<file path="config.mk">
export PLATFORM = sky130hd
export DESIGN_NAME = key_debounce_array
export DESIGN_NICKNAME = d
export VERILOG_FILES = /design/src/rtl/key_debounce_array.sv
export SDC_FILE = /design/constraint.sdc
export NUM_CORES = 1
export LEC_CHECK = 0
export CAP_MARGIN = 20
export CORE_ASPECT_RATIO = 1.25
export CORE_MARGIN = 5
export CORE_UTILIZATION = 25
export CTS_BUF_LIST = sky130_fd_sc_hd__clkbuf_4
export CTS_CLUSTER_DIAMETER = 80
export DETAILED_ROUTE_END_ITERATION = 8
export GPL_TIMING_DRIVEN = 1
export PLACE_DENSITY = 0.44
export SKIP_CTS_REPAIR_TIMING = 1
export SYNTH_ARGS = -nofsm -noshare
export SYNTH_HDL_FRONTEND = slang
export SYNTH_SLANG_ARGS = --single-unit
export TNS_END_PERCENT = 10
</file>
<file path="constraint.sdc">
create_clock -name iClock -period 3.7 [get_ports iClock]
set_input_delay 0.74 -clock iClock [delete_from_list [all_inputs] [get_ports iClock]]
set_output_delay 0.74 -clock iClock [all_outputs]
set_load 0.02 [all_outputs]
</file>
<file path="src/rtl/key_debounce_array.sv">
// Debouncer for an array of independent mechanical keys.
// Each channel synchronises its raw input and normalises it so that 1 means
// pressed. A stability counter then requires the changed level to persist for
// STABLE_COUNT qualifying ticks before the debounced level follows.
// Single-cycle press/release pulses and an optional long-press pulse are
// produced from the debounced level.
module key_debounce_array #(
   parameter int CHANNELS     = 4,
   parameter int CNT_WIDTH    = 16,
   parameter int STABLE_COUNT = 20,
   parameter int LONG_COUNT   = 0,
   parameter int ACTIVE_LOW   = 1
) (
   input  logic                iClock,
   input  logic                iReset,
   input  logic                iTick,
   input  logic [CHANNELS-1:0] iKey,
   output logic [CHANNELS-1:0] oKey,
   output logic [CHANNELS-1:0] oPress,
   output logic [CHANNELS-1:0] oRelease,
   output logic [CHANNELS-1:0] oLong
);

   // Input level of a key that is not being pressed; the synchroniser is
   // reset to this so that reset never looks like a press.
   localparam logic [CHANNELS-1:0] ReleasedLevel =
      (ACTIVE_LOW != 0) ? {CHANNELS{1'b1}} : {CHANNELS{1'b0}};

   // Counter value on which the next qualifying tick commits the new level.
   localparam logic [CNT_WIDTH-1:0] StableLast = CNT_WIDTH'(STABLE_COUNT - 1);

   // Hold counter saturation point and the value one tick before it.
   localparam logic [CNT_WIDTH-1:0] LongLimit = CNT_WIDTH'(LONG_COUNT);
   localparam logic [CNT_WIDTH-1:0] LongLast  =
      CNT_WIDTH'((LONG_COUNT > 0) ? (LONG_COUNT - 1) : 0);

   logic [CHANNELS-1:0]  sync1_q;
   logic [CHANNELS-1:0]  sync2_q;
   logic [CHANNELS-1:0]  raw;

   logic [CNT_WIDTH-1:0] stabCnt_q [CHANNELS];
   logic [CNT_WIDTH-1:0] stabCnt_d [CHANNELS];
   logic [CNT_WIDTH-1:0] holdCnt_q [CHANNELS];
   logic [CNT_WIDTH-1:0] holdCnt_d [CHANNELS];

   logic [CHANNELS-1:0]  key_q;
   logic [CHANNELS-1:0]  key_d;
   logic [CHANNELS-1:0]  press_q;
   logic [CHANNELS-1:0]  press_d;
   logic [CHANNELS-1:0]  release_q;
   logic [CHANNELS-1:0]  release_d;
   logic [CHANNELS-1:0]  long_q;
   logic [CHANNELS-1:0]  long_d;

   // Two-flop synchroniser bringing the asynchronous key levels into iClock.
   always_ff @(posedge iClock or posedge iReset) begin
      if (iReset) begin
         sync1_q <= ReleasedLevel;
         sync2_q <= ReleasedLevel;
      end else begin
         sync1_q <= iKey;
         sync2_q <= sync1_q;
      end
   end

   // Polarity normalisation so that raw=1 always means pressed.
   always_comb begin
      raw = (ACTIVE_LOW != 0) ? ~sync2_q : sync2_q;
   end

   // Per-channel debounce and hold-time next-state logic.
   always_comb begin
      key_d     = key_q;
      press_d   = '0;
      release_d = '0;
      long_d    = '0;
      for (int ch = 0; ch < CHANNELS; ch++) begin
         stabCnt_d[ch] = stabCnt_q[ch];
         holdCnt_d[ch] = holdCnt_q[ch];

         if (raw[ch] == key_q[ch]) begin
            stabCnt_d[ch] = '0;
         end else if (iTick) begin
            if (stabCnt_q[ch] >= StableLast) begin
               key_d[ch]     = raw[ch];
               stabCnt_d[ch] = '0;
               press_d[ch]   = raw[ch];
               release_d[ch] = ~raw[ch];
            end else begin
               stabCnt_d[ch] = stabCnt_q[ch] + 1'b1;
            end
         end

         if ((LONG_COUNT == 0) || !key_q[ch]) begin
            holdCnt_d[ch] = '0;
         end else if (iTick && (holdCnt_q[ch] < LongLimit)) begin
            holdCnt_d[ch] = holdCnt_q[ch] + 1'b1;
            long_d[ch]    = (holdCnt_q[ch] == LongLast);
         end
      end
   end

   // Debounce state, counters and registered pulse outputs.
   always_ff @(posedge iClock or posedge iReset) begin
      if (iReset) begin
         key_q     <= '0;
         press_q   <= '0;
         release_q <= '0;
         long_q    <= '0;
         for (int ch = 0; ch < CHANNELS; ch++) begin
            stabCnt_q[ch] <= '0;
            holdCnt_q[ch] <= '0;
         end
      end else begin
         key_q     <= key_d;
         press_q   <= press_d;
         release_q <= release_d;
         long_q    <= long_d;
         for (int ch = 0; ch < CHANNELS; ch++) begin
            stabCnt_q[ch] <= stabCnt_d[ch];
            holdCnt_q[ch] <= holdCnt_d[ch];
         end
      end
   end

   // Output drive straight from the registers.
   always_comb begin
      oKey     = key_q;
      oPress   = press_q;
      oRelease = release_q;
      oLong    = long_q;
   end

endmodule

</file>
==> results.ini, run 1 <==
[global_routing]
gr-total-overflow=0
grt_pass1_vias=2614
grt_util_all_layers_pct=9.20
grt_pass1_wl_um=12900
antenna_found_initial=1
grt_max_degree=37

[placed_design]
hpwl_um=5040
portBuffers=18
dpl_cell_area_um2=4010
finalWeightedCongestion=0.749

[critical_path]
critPathTopFamily=buffers and inverters
crit_path_end_kind=output port
cp.required_ps=2960
critPathMaxStageDelay_ps=650
path_buf_inv=1
path_max_fanout=5
cp-start-kind=register
crit_path_cell_trace=clkdlybuf4s50_1
crit_arrival_ps=1570
worstSetupPathType=register to output port
critical_path.slowest_cell=clkdlybuf4s50_1

[detailed_routing]
met1_length_um=3430
detail_route.wirelength_um=7520
vias=2538
drtIter0Drc=150
drc_errors=0
met3_length_um=261
wl_per_cell_um=14.1
vias_per_cell=4.75
routed.top_layer=met4
firstDrtPassIters=4
wl_met2_um=3690
ant_nets=0

[cells_and_area]
nFillCells=1538
drive_gt1_share_pct=10.7
stdcell_area_um2=4170
final_common_cell=dfrtp_1
final_nets=361
final_cell_mix=dfrtp_1 (76), nor2_1 (35), and3_1 (22)
syn2layout_area_growth_pct=14.4

[sta]
min_period_over_period_pct=62.4
setup_tns_ps=0
slew_headroom_pct=44.6
hold_viol=0
worst_slew_pin_slew_ps=824
period_minus_slack_ps=2310
drv_slew=0
rsz0062_at_grt=false
hold_slack_ps=366
clock_skew_ps=15.3
setup_viol=0
fmax_mhz=433

[clocking]
clk_pin_slew_ps=140
cts_max_path_buffers=2
cts.sinks=84
cts_buffers=9
clkLatencyLatePin_ps=440
ctsRootBufferMaster=clkbuf_4
cts_tree=yes
cts_max_level=3

[floorplan]
start_util_pct=25.4
num_io_pins=23
rows=49
dieArea_um2=17100
fp.dieW_um=118
core-area_um2=14300
die_h_um=145

[worst_hold_path]
hold_path.class=register to register

[synthesis]
synthArstFlopShare_pct=100
synthesis.area_um2=3650
ys_ff_latch=84
syn_area_per_cell_um2=11.0
yosysTopAreaCell=dfrtp_1
yosysTopAreaCellShare_pct=52.2
yosys_most_used_dff=dfrtp_1
synth_edf_count=0
ys_types=43
yosysWarnings=0
netlist_top_cells_area=dfrtp_1 (52%), dfstp_2 (5.8%), and3_1 (3.8%), nor2_1 (3.6%), o21a_1 (2.7%)
syn_inst=331
yosysSeqAreaShare_pct=57.9

[job]
drv_cap=0

[pwr]
peakVddDrop_mv=0.115
leakage_uw=0.00188
powerDensity_nw_per_um2=410

[outcome]
status=finished clean

==> worst register-to-register path, stage by stage (launching register included) <==
cell and delay (ps):
dfrtp_1 460, ha_1 300, o31ai_1 330, a41oi_1 260
nor2_1 450, and2_1 200
==> area by class of cell <==
cell class	count	area, um^2	share of cell area (%)
Antenna cell	1	2.50	0.0600
Tap cell	178	223	5.34
Clock inverter	6	87.6	2.10
Multi-Input combinational cell	226	1440	34.4
Timing Repair Buffer	22	210	5.04
Sequential cell	84	2110	50.6
Clock buffer	10	75.1	1.80
Inverter	7	27.5	0.660
==> per-layer routing <==
layer / up-vias / GRT usage [%]
li1: 1238 / -
met2: 37 / 14.8
met4: 0 / 4.19
met1: 1253 / 11.4
met5: - / 0
met3: 10 / 2.72
==> sequential cells by signal, indices dropped and copies added, names as in the netlist <==
name,cells
oPress,4
oKey,4
sync2_q,4
stabCnt_q,64
oRelease,4
sync1_q,4
==> synthesized netlist by cell type, drive strengths merged (6+ instances only) <==
cell and number:
nand3 8, inv 7, nor4 14, xor2 13
nand2 17, xnor2 6, and3 23, o2111ai 9
dfstp 8, nor3 8, nor2 35, dfrtp 76
clkbuf 7, a21oi 16, buf 10, a31oi 6
o21a 13
==> where the power goes <==
part	total, uW	internal, uW	switching, uW
clock	605	283	322
sequential	966	942	24.3
combinational	137	42.6	94.8
total	1710	1270	441
==> path summary, 6_finish.rpt <==
kind / start / endpoint / slack [ps] / cells after the start
min in group asynchronous: iReset / stabCnt_q[4] / 660 / 2
worst min register to register: sync1_q[1] / sync2_q[1] / 370 / 0
worst max-delay path: oKey[2] / oKey[2] / 1390 / 1
worst min-delay path: sync1_q[1] / sync2_q[1] / 370 / 0
worst max register to register: stabCnt_q[32] / stabCnt_q[40] / 1640 / 5
max in group asynchronous: iReset / sync1_q[0] / 2200 / 3
==> cell families (layout without fill, tap and decap cells) <==
kind of cell | count (synthesis) | count (layout) | share of synthesized area (%)
buffers and inverters | 24 | 45 | 3.02
other | 1 | 5 | 0.103
flip-flops | 84 | 84 | 57.9
AO/OA/AOI/OAI | 68 | 68 | 13.3
AND/OR/NAND/NOR | 129 | 129 | 18.7
multiplexers | 2 | 2 | 0.618
XOR/XNOR | 19 | 19 | 4.98
adder cells (fa/ha/maj) | 4 | 4 | 1.37
==> stage by stage <==
stage	cells	total power (uW)	util, %	setup WS (ps)
after global routing	534	1800	29.1	1270
after CTS	533	1740	29.1	1340
after floorplan	334	1080	-	808
after global placement	517	1120	27.9	1110
after detailed placement	517	1120	27.9	1060
final	534	1710	29.1	1390
Note: power is estimated with default switching activity, not from simulation.
==> inputs of run 2 (changes only) <==
==> constraint.sdc (replaced) <==
create_clock -name iClock -period 2.3 [get_ports iClock]
set_input_delay 0.46 -clock iClock [delete_from_list [all_inputs] [get_ports iClock]]
set_output_delay 0.46 -clock iClock [all_outputs]
set_load 0.02 [all_outputs]
==> run 2 against run 1 <==
Final cell count is 1.3% higher; combinational power is 69% higher; wire length is 0.25% lower; critical endpoint is now oKey[1]; largest power group unchanged.
==> results.ini, run 2 (synthesis results as in run 1) <==
[sta]
worst_slew_pin_slew_ps=807  ; -17.8 ps
hold_slack_ps=366  ; +0.162 ps
slew_headroom_pct=45.8  ; +1.2 points
fmax_mhz=490
hold_viol=0  ; unchanged
setup_viol=0  ; unchanged
rsz0062_at_grt=false
min_period_over_period_pct=88.8
setup_tns_ps=0  ; unchanged
clock_skew_ps=21.7  ; +6.41 ps
drv_slew=0  ; unchanged
period_minus_slack_ps=2040

[critical_path]
cp-start-kind=register
crit_path_end_kind=output port
r2r_setup_slack_ps=330  ; -1310 ps
critPathTopFamily=buffers and inverters
rr_endpoint=stabCnt_q[0]
path_max_fanout=5  ; unchanged
cp.required_ps=1840  ; -1120 ps
worstSetupPathType=register to output port
critPathMaxStageDelay_ps=650  ; about the same
path_buf_inv=1  ; unchanged
ff2ff_path_depth=4  ; -1
r2r_start=oKey[3]
crit_arrival_ps=1580  ; about the same
crit_path_cell_trace=clkdlybuf4s50_1
critPathLaunch=oKey[1]
critical_path.slowest_cell=clkdlybuf4s50_1

[worst_hold_path]
whs_path_depth=0  ; unchanged
worstHoldStart=sync1_q[3]
hold_path.class=register to register
holdPathEnd=sync2_q[3]

[global_routing]
grt_pass1_wl_um=13200  ; +2.6%
grt_util_all_layers_pct=9.41  ; +0.21 points
antenna_found_initial=1  ; unchanged
grt_max_degree=85  ; +130%
grt_pass1_vias=2677  ; +2.4%
gr-total-overflow=0  ; unchanged

[detailed_routing]
drc_errors=0  ; unchanged
firstDrtPassIters=4  ; unchanged
vias=2574  ; +1.4%
drtIter0Drc=97  ; -35%
wl_per_cell_um=13.9  ; -1.5%
vias_per_cell=4.76  ; +0.11%
ant_nets=0  ; unchanged
detail_route.wirelength_um=7510  ; -0.25%

[pwr]
sequentialPowerShare_pct=56.3  ; -0.2 points
p_total_uw=2760  ; +61%
net-switching-power_uw=703  ; +59%
clockPowerShare_pct=35.3  ; about the same
leakage_uw=0.00191  ; +1.6%
swShare_pct=25.5  ; -0.37 points
p_int_uw=2060  ; +62%
power_frac_comb_pct=8.4  ; +0.4 points
powerDensity_nw_per_um2=649  ; +59%
peakVddDrop_mv=0.259  ; +120%

[floorplan]
core-area_um2=14300  ; unchanged
die_h_um=145  ; unchanged
num_io_pins=23  ; unchanged
start_util_pct=25.4  ; unchanged
dieArea_um2=17100  ; unchanged
rows=49  ; unchanged
fp.dieW_um=118  ; unchanged

[job]
drv_cap=0  ; unchanged

[cells_and_area]
largest_reg_flops=64  ; unchanged
final_cell_mix=dfrtp_1 (76), nor2_1 (35), and3_1 (22)
syn2layout_area_growth_pct=16.6
final_cells=541  ; +1.3%
largest_register=stabCnt_q
drive_gt1_share_pct=12.2  ; +1.5 points
final_common_cell=dfrtp_1
final_nets=368  ; +1.9%

[clocking]
cts_max_level=3  ; unchanged
clkLatencyLatePin_ps=450  ; about the same
cts.sinks=84  ; unchanged
cts_buffers=9  ; unchanged
cts_max_path_buffers=2  ; unchanged
cts_tree=yes
ctsRootBufferMaster=clkbuf_4
clk_pin_slew_ps=130  ; about the same

[placed_design]
finalWeightedCongestion=0.728  ; -2.7%
portBuffers=18  ; unchanged
dp_cells=524  ; +1.4%
hpwl_um=5120  ; +1.6%

[outcome]
status=finished clean

## run 2: power by group through the flow
stage / Clock, uW / Sequential, uW / Combinational, uW
floorplan: 0 / 1580 / 155
global placement: 0 / 1580 / 237
detailed placement: 0 / 1580 / 237
CTS: 1010 / 1560 / 238
global route: 1080 / 1560 / 262
finish: 974 / 1550 / 232
## run 2: how the worst max path moves through the flow
stage | endpoint | slack [ps] | cells past startpoint
after floorplan | stabCnt_q[39] | 530 | 6
after global placement | stabCnt_q[59] | 140 | 5
after detailed placement | stabCnt_q[59] | 130 | 5
after CTS | oKey[2] | 200 | 1
after global routing | stabCnt_q[0] | 120 | 4
final | oKey[1] | 260 | 1
## run 2: layout make-up
| class | instances | area (um^2) |
|---|---|---|
| antenna | 1 | 2.50 |
| timing repair buffer | 29 | 288 |
| tap | 178 | 223 |
| multi-input combinational | 226 | 1440 |
| clock buffer | 11 | 82.6 |
| sequential | 84 | 2110 |
| inverter | 7 | 30.0 |
| fill | 1510 | 10100 |
| clock inverter | 5 | 78.8 |
## run 2: layer usage
| layer | vias to the layer above | track usage, % | wire length, um |
|---|---|---|---|
| li1 | 1245 | - | - |
| met1 | 1281 | 11.6 | 3420 |
| met2 | 35 | 15.5 | 3680 |
| met3 | 13 | 1.71 | 202 |
| met4 | 0 | 5.34 | 201 |
| met5 | - | 0 | 0 |
## run 2: per-stage QoR
stage | utilization (%) | instance area (um^2) | setup slack (ps)
finish | 29.6 | 4250 | 257
global route | 29.6 | 4250 | 120
CTS | 29.6 | 4250 | 201
detailed placement | 28.5 | 4090 | 128
global placement | 28.5 | 4090 | 137
floorplan | - | 3660 | 532
